==> src/rtl/frog_move_ctrl_pkg.sv <==
// Shared definitions for the frog movement controller: FSM states, hop directions,
// default playfield geometry and a small counter-width helper.
package frog_move_ctrl_pkg;

    typedef enum logic [2:0] {
        S_IDLE,
        S_HOP,
        S_WIN,
        S_DEAD,
        S_OVER
    } state_t;

    // Direction codes double as button indices, so lower code = higher priority.
    typedef enum logic [1:0] {
        DIR_UP    = 2'd0,
        DIR_DOWN  = 2'd1,
        DIR_LEFT  = 2'd2,
        DIR_RIGHT = 2'd3
    } dir_t;

    localparam int NUM_BTN        = 4;
    localparam int DEF_H_RES      = 640;
    localparam int DEF_V_RES      = 480;
    localparam int DEF_TILE       = 32;
    localparam int DEF_HOP_FRAMES = 4;
    localparam int DEF_DEB_CYCLES = 250000;
    localparam int DEF_DEAD_FRAMES = 60;
    localparam int DEF_LIVES      = 3;
    localparam int DEF_START_X    = 304;
    localparam int DEF_START_Y    = 448;

    function automatic int cnt_width(input int n);
        return (n > 1) ? $clog2(n) : 1;
    endfunction

    // True when a one-tile hop from pos stays inside [0, max_pos].
    function automatic logic hop_fits(input logic [10:0] pos, input logic [10:0] tile,
                                      input logic [10:0] max_pos, input logic dec);
        return dec ? (pos >= tile) : ((pos + tile) <= max_pos);
    endfunction

endpackage

==> src/rtl/frog_move_ctrl_debounce.sv <==
// Button conditioner: 2-FF synchroniser, consecutive-sample debouncer and a one-clk
// press pulse on each debounced 1->0 transition.
module btn_debounce
    import frog_move_ctrl_pkg::*;
#(
    parameter int DEB_CYCLES = DEF_DEB_CYCLES
) (
    input  logic clk,
    input  logic reset,
    input  logic raw_n,
    output logic level_n,
    output logic press
);

    localparam int CNT_W = cnt_width(DEB_CYCLES);
    localparam logic [CNT_W-1:0] CNT_LAST = CNT_W'(DEB_CYCLES - 1);

    logic             sync1_reg;
    logic             sync2_reg;
    logic             level_reg;
    logic             level_d_reg;
    logic             press_reg;
    logic [CNT_W-1:0] cnt_reg;

    always_ff @(posedge clk) begin
        if (!reset) begin
            sync1_reg   <= 1'b1;
            sync2_reg   <= 1'b1;
            level_reg   <= 1'b1;
            level_d_reg <= 1'b1;
            press_reg   <= 1'b0;
            cnt_reg     <= '0;
        end else begin
            sync1_reg   <= raw_n;
            sync2_reg   <= sync1_reg;
            level_d_reg <= level_reg;
            press_reg   <= level_d_reg & ~level_reg;
            // Any sample matching the current level restarts the stability count.
            if (sync2_reg != level_reg) begin
                if (cnt_reg == CNT_LAST) begin
                    level_reg <= sync2_reg;
                    cnt_reg   <= '0;
                end else begin
                    cnt_reg <= cnt_reg + CNT_W'(1);
                end
            end else begin
                cnt_reg <= '0;
            end
        end
    end

    assign level_n = level_reg;
    assign press   = press_reg;

endmodule

==> src/rtl/frog_move_ctrl.sv <==
// Frog movement controller: debounced direction buttons start tile hops that advance
// on frame ticks; collisions, lives, wins and score are sequenced by one FSM.
module frog_move_ctrl
    import frog_move_ctrl_pkg::*;
#(
    parameter int H_RES       = DEF_H_RES,
    parameter int V_RES       = DEF_V_RES,
    parameter int TILE        = DEF_TILE,
    parameter int HOP_FRAMES  = DEF_HOP_FRAMES,
    parameter int DEB_CYCLES  = DEF_DEB_CYCLES,
    parameter int DEAD_FRAMES = DEF_DEAD_FRAMES,
    parameter int LIVES       = DEF_LIVES,
    parameter int START_X     = DEF_START_X,
    parameter int START_Y     = DEF_START_Y
) (
    input  logic       clk,
    input  logic       reset,
    input  logic       up,
    input  logic       down,
    input  logic       left,
    input  logic       right,
    input  logic       frame_tick,
    input  logic       hit,
    output logic [9:0] frog_x,
    output logic [9:0] frog_y,
    output logic       moving,
    output logic       dead,
    output logic       game_over,
    output logic [2:0] lives,
    output logic [7:0] score
);

    localparam int HOP_W  = cnt_width(HOP_FRAMES);
    localparam int DEAD_W = cnt_width(DEAD_FRAMES);
    localparam logic [HOP_W-1:0]  HOP_LAST  = HOP_W'(HOP_FRAMES - 1);
    localparam logic [DEAD_W-1:0] DEAD_LAST = DEAD_W'(DEAD_FRAMES - 1);
    localparam logic [9:0]  STEP10  = 10'(TILE / HOP_FRAMES);
    localparam logic [9:0]  TILE10  = 10'(TILE);
    localparam logic [10:0] TILE11  = 11'(TILE);
    localparam logic [10:0] X_MAX11 = 11'(H_RES - TILE);
    localparam logic [10:0] Y_MAX11 = 11'(V_RES - TILE);
    localparam logic [9:0]  START_X10 = 10'(START_X);
    localparam logic [9:0]  START_Y10 = 10'(START_Y);
    localparam logic [2:0]  LIVES3    = 3'(LIVES);

    logic [NUM_BTN-1:0] raw_n;
    logic [NUM_BTN-1:0] level_n_vec;
    logic [NUM_BTN-1:0] press_vec;
    logic [NUM_BTN-1:0] press_ok;

    assign raw_n = {right, left, down, up};

    genvar gi;
    generate
        for (gi = 0; gi < NUM_BTN; gi++) begin : g_btn
            btn_debounce #(
                .DEB_CYCLES(DEB_CYCLES)
            ) u_deb (
                .clk    (clk),
                .reset  (reset),
                .raw_n  (raw_n[gi]),
                .level_n(level_n_vec[gi]),
                .press  (press_vec[gi])
            );
            // A press only counts while its button is still debounced-held.
            assign press_ok[gi] = press_vec[gi] & ~level_n_vec[gi];
        end
    endgenerate

    state_t            state_reg;
    dir_t              dir_reg;
    logic [9:0]        x_reg;
    logic [9:0]        y_reg;
    logic [9:0]        tx_reg;
    logic [9:0]        ty_reg;
    logic [HOP_W-1:0]  step_cnt_reg;
    logic [DEAD_W-1:0] dead_cnt_reg;
    logic [2:0]        lives_reg;
    logic [7:0]        score_reg;
    logic              moving_reg;
    logic              dead_reg;
    logic              over_reg;

    logic       sel_valid;
    dir_t       sel_dir;
    logic [9:0] tgt_x;
    logic [9:0] tgt_y;
    logic       tgt_ok;
    logic [9:0] step_x;
    logic [9:0] step_y;

    // Walk from lowest to highest priority so the up button overwrites last.
    always_comb begin
        sel_valid = 1'b0;
        sel_dir   = DIR_UP;
        for (int i = NUM_BTN - 1; i >= 0; i--) begin
            if (press_ok[i]) begin
                sel_valid = 1'b1;
                sel_dir   = dir_t'(2'(i));
            end
        end
    end

    always_comb begin
        tgt_x  = x_reg;
        tgt_y  = y_reg;
        tgt_ok = 1'b0;
        case (sel_dir)
            DIR_UP: begin
                tgt_y  = y_reg - TILE10;
                tgt_ok = hop_fits({1'b0, y_reg}, TILE11, Y_MAX11, 1'b1);
            end
            DIR_DOWN: begin
                tgt_y  = y_reg + TILE10;
                tgt_ok = hop_fits({1'b0, y_reg}, TILE11, Y_MAX11, 1'b0);
            end
            DIR_LEFT: begin
                tgt_x  = x_reg - TILE10;
                tgt_ok = hop_fits({1'b0, x_reg}, TILE11, X_MAX11, 1'b1);
            end
            default: begin
                tgt_x  = x_reg + TILE10;
                tgt_ok = hop_fits({1'b0, x_reg}, TILE11, X_MAX11, 1'b0);
            end
        endcase
    end

    always_comb begin
        step_x = x_reg;
        step_y = y_reg;
        case (dir_reg)
            DIR_UP:    step_y = y_reg - STEP10;
            DIR_DOWN:  step_y = y_reg + STEP10;
            DIR_LEFT:  step_x = x_reg - STEP10;
            default:   step_x = x_reg + STEP10;
        endcase
    end

    always_ff @(posedge clk) begin
        if (!reset) begin
            state_reg    <= S_IDLE;
            dir_reg      <= DIR_UP;
            x_reg        <= START_X10;
            y_reg        <= START_Y10;
            tx_reg       <= START_X10;
            ty_reg       <= START_Y10;
            step_cnt_reg <= '0;
            dead_cnt_reg <= '0;
            lives_reg    <= LIVES3;
            score_reg    <= '0;
            moving_reg   <= 1'b0;
            dead_reg     <= 1'b0;
            over_reg     <= 1'b0;
        end else begin
            case (state_reg)
                S_IDLE: begin
                    if (frame_tick && hit) begin
                        lives_reg    <= lives_reg - 3'd1;
                        dead_reg     <= 1'b1;
                        dead_cnt_reg <= '0;
                        state_reg    <= S_DEAD;
                    end else if (sel_valid && tgt_ok) begin
                        tx_reg       <= tgt_x;
                        ty_reg       <= tgt_y;
                        dir_reg      <= sel_dir;
                        step_cnt_reg <= '0;
                        moving_reg   <= 1'b1;
                        state_reg    <= S_HOP;
                    end
                end
                S_HOP: begin
                    if (frame_tick) begin
                        if (hit) begin
                            lives_reg    <= lives_reg - 3'd1;
                            moving_reg   <= 1'b0;
                            dead_reg     <= 1'b1;
                            dead_cnt_reg <= '0;
                            state_reg    <= S_DEAD;
                        end else if (step_cnt_reg == HOP_LAST) begin
                            // Snap to target so rounding can never leave the frog off-grid.
                            x_reg      <= tx_reg;
                            y_reg      <= ty_reg;
                            moving_reg <= 1'b0;
                            state_reg  <= (ty_reg == 10'd0) ? S_WIN : S_IDLE;
                        end else begin
                            x_reg        <= step_x;
                            y_reg        <= step_y;
                            step_cnt_reg <= step_cnt_reg + HOP_W'(1);
                        end
                    end
                end
                S_WIN: begin
                    score_reg <= (score_reg == 8'hFF) ? score_reg : score_reg + 8'd1;
                    x_reg     <= START_X10;
                    y_reg     <= START_Y10;
                    state_reg <= S_IDLE;
                end
                S_DEAD: begin
                    if (frame_tick) begin
                        if (dead_cnt_reg == DEAD_LAST) begin
                            x_reg    <= START_X10;
                            y_reg    <= START_Y10;
                            dead_reg <= 1'b0;
                            if (lives_reg == 3'd0) begin
                                over_reg  <= 1'b1;
                                state_reg <= S_OVER;
                            end else begin
                                state_reg <= S_IDLE;
                            end
                        end else begin
                            dead_cnt_reg <= dead_cnt_reg + DEAD_W'(1);
                        end
                    end
                end
                S_OVER: begin
                    over_reg <= 1'b1;
                end
                default: begin
                    state_reg <= S_IDLE;
                end
            endcase
        end
    end

    assign frog_x    = x_reg;
    assign frog_y    = y_reg;
    assign moving    = moving_reg;
    assign dead      = dead_reg;
    assign game_over = over_reg;
    assign lives     = lives_reg;
    assign score     = score_reg;

endmodule
==> config.mk <==
export PLATFORM = sky130hd
export DESIGN_NAME = frog_move_ctrl
export DESIGN_NICKNAME = d
export VERILOG_FILES = /design/src/rtl/frog_move_ctrl_pkg.sv /design/src/rtl/frog_move_ctrl_debounce.sv /design/src/rtl/frog_move_ctrl.sv
export SDC_FILE = /design/constraint.sdc
export NUM_CORES = 1
export LEC_CHECK = 0
export CAP_MARGIN = 25
export CELL_PAD_IN_SITES_DETAIL_PLACEMENT = 1
export CELL_PAD_IN_SITES_GLOBAL_PLACEMENT = 2
export CORE_MARGIN = 5
export CORE_UTILIZATION = 40
export DETAILED_ROUTE_END_ITERATION = 16
export GPL_ROUTABILITY_DRIVEN = 0
export PLACE_DENSITY_LB_ADDON = 0.1
export SYNTH_ARGS = -nofsm -noshare
export SYNTH_HDL_FRONTEND = slang
export SYNTH_SLANG_ARGS = --single-unit
export TNS_END_PERCENT = 20
==> constraint.sdc <==
create_clock -name clk -period 6.2 [get_ports clk]
set_input_delay 1.24 -clock clk [delete_from_list [all_inputs] [get_ports clk]]
set_output_delay 1.24 -clock clk [all_outputs]
set_load 0.01 [all_outputs]
==> results.tsv <==
metric	value	unit
status	complete, no violations	
synth top area cells	dfxtp_1, nor2_1, xor2_1	
RSZ-0062 raised after global routing	false	
Mean Syn Cell Area	8.66	um^2
grt total ovfl	0	
H-tree depth	4	
fin crit period	3.21	ns
most frequent cells in the layout	dfxtp_1, nor2_1, nand2_1	
flip-flop count of the largest register after layout	72	
reg-to-reg startpoint	frog_x[5]$_SDFFE_PN1P_	
die height	150	um
CTS max path bufs	2	
Area growth syn-to-layout	13.7	%
post-CTS resize count	0	
cell taking the most area after synthesis	dfxtp_1	
first drt pass iteration count	4	
mean routed wirelength per cell	15.9	um
Initial Utilization	0.404	
reg2reg setup slack	2.99	ns
crit end category	flip-flop	
fillcell total	2280	
Synth Flop Type	dfxtp_1	
area of the multi-input gates	4240	um^2
Worst EP required	6.49	ns
Yosys cell types	68	
vias per cell	5.28	
Ys Warns	0	
register area share after synthesis	0.407	
crit path from	frog_x[5]$_SDFFE_PN1P_	
first-pass GRT wire length	32400	um
Peak VDD IR	0.183	mV
# setup viols final	0	
Die ar.	22400	um^2
Seq. cell area	3180	um^2
clk sink count	159	
PortBufs	41	
largest net degree at the start of global routing	61	
via count	6319	
crit path kind	reg2reg	
Max Cap Viol	0	
setup bufs post-CTS	0	
Iteration-0 DRC Markers	252	
FF+latch count, synth	159	
share of layout cells above drive strength 1	0.0612	
Cells after Synth	902	
Hold Path Class	reg2reg	
DRC violations left	0	
CTS tree	yes	
drt total wl	19100	um
Setup TNS Final	0	ns
CTS buffer count	17	
CTS Root Cell	clkbuf_16	
Yosys top cell area share	0.407	
Antenna Nets Post-Route	0	
Final Cycle Share	0.518	
EDFF count, synth	0	
Startpoint Class	flip-flop	
CP Data Arrival Time	3.50	ns
initial antenna violation count	0	
dpl ws	2.58	ns
Slew Limit Fails	0	
relative slew slack	0.537	
Synth Net Count	938	
Pwr Density	246	nW/um^2
PnR worst setup slack	2.99	ns
Horiz. Die Dim	150	um
post-DP HPWL	13700	um
Row Count	51	
clock skew	0.0108	ns
P_leak	3.24	nW
I/O Pins	42	
CORE AREA	19300	um^2
NumNets Final	954	
most common cell after layout, fill and taps aside	dfxtp_1	
Peak Freq	0.311	GHz
clock-pin slew on the worst setup and hold paths	0.07	ns
clock insertion delay at the later pin of the skew report	0.43	ns
Slew @ Worst Pin	0.693	ns
Crit Path Max Fanout	25	
Setup crit end	ty_reg[7]$_SDFFE_PN1P_	
CTS Hold Buffers Added	0	
GRT Overall Usage	0.178	
mapped cell area	7810	um^2
final hold viol count	0	
Post-synth ARST share	0	
vias in the first global route	6612	
worst reg2reg path depth	9	
r2r endpoint	ty_reg[7]$_SDFFE_PN1P_	
## synth_stat cells (10+ instances only)
master / count
nand2b_1: 21
clkbuf_1: 22
buf_2: 10
or3_1: 13
ha_1: 26
nand2_1: 77
nand4_1: 24
buf_4: 12
and3_1: 14
dfxtp_1: 159
a21oi_1: 32
o21ai_0: 23
mux2i_1: 17
inv_1: 32
nor2_1: 139
o211ai_1: 10
xor2_1: 55
xnor2_1: 40
nand3_1: 53
## metrics by stage
stage               cells  cell area, um^2   util  hold slack (ns)  total power (W)
floorplan             902             7810      -            0.386          0.00115
global placement     1164             8310  0.430            0.389          0.00118
detailed placement   1164             8310  0.430            0.394          0.00118
CTS                  1196             8880  0.460            0.409          0.00222
global route         1196             8880  0.460            0.429          0.00228
finish               1197             8890  0.460            0.407          0.00219
## worst min-delay path by stage
stage / cells after the start / to / slack (ns) / startpoint
3_3_place_gp: 1 / g_btn[1].u_deb.sync2_reg$_SDFF_PN1_ / 0.39 / g_btn[1].u_deb.sync1_reg$_SDFF_PN1_
3_5_place_dp: 1 / g_btn[1].u_deb.sync2_reg$_SDFF_PN1_ / 0.39 / g_btn[1].u_deb.sync1_reg$_SDFF_PN1_
6_report: 1 / g_btn[1].u_deb.sync2_reg$_SDFF_PN1_ / 0.41 / g_btn[1].u_deb.sync1_reg$_SDFF_PN1_
5_1_grt: 2 / g_btn[3].u_deb.press$_SDFF_PN0_ / 0.43 / g_btn[3].u_deb.level_d_reg$_SDFF_PN1_
2_1_floorplan: 1 / g_btn[0].u_deb.sync2_reg$_SDFF_PN1_ / 0.39 / g_btn[0].u_deb.sync1_reg$_SDFF_PN1_
4_1_cts: 1 / g_btn[1].u_deb.sync2_reg$_SDFF_PN1_ / 0.41 / g_btn[1].u_deb.sync1_reg$_SDFF_PN1_
## cell type report
class | instances | share of cell area
tap | 265 | 0.0373
multi-input combinational | 663 | 0.477
clock buffer | 17 | 0.0479
antenna | 1 | 0.000282
timing repair buffer | 45 | 0.0490
inverter | 32 | 0.0135
clock inverter | 15 | 0.0168
sequential | 159 | 0.358
## metal layers
| layer | share of wire | global-route usage |
|---|---|---|
| met5 | 0 | 0 |
| met4 | 0.015 | 0.0554 |
| met3 | 0.025 | 0.0312 |
| met2 | 0.47 | 0.296 |
| met1 | 0.49 | 0.236 |
## cell families after synthesis
| group | count (synthesis) | share of synthesized area |
|---|---|---|
| AND/OR/NAND/NOR | 394 | 0.246 |
| flip-flops | 159 | 0.407 |
| AO/OA/AOI/OAI | 126 | 0.118 |
| XOR/XNOR | 95 | 0.106 |
| buffers and inverters | 80 | 0.0500 |
| adder cells (fa/ha/maj) | 28 | 0.0468 |
| multiplexers | 20 | 0.0261 |
## critical path, stage by stage, from the launching register on
cell and delay, ns:
dfxtp_1 0.53, inv_1 0.21, ha_1 0.38, nand4_1 0.13, a32o_1 0.27, a22oi_1 0.42
nand4_2 0.46, buf_4 0.40, mux2i_1 0.18, nand2_1 0.07
## report_power, final
group          internal, W  total [W]  switching (W)
registers          0.00103    0.00105      0.0000155
logic            0.0000467   0.000113      0.0000662
clock network     0.000567    0.00103       0.000459
total              0.00164    0.00219       0.000540
No activity file was read; power rests on OpenSTA's default activity.
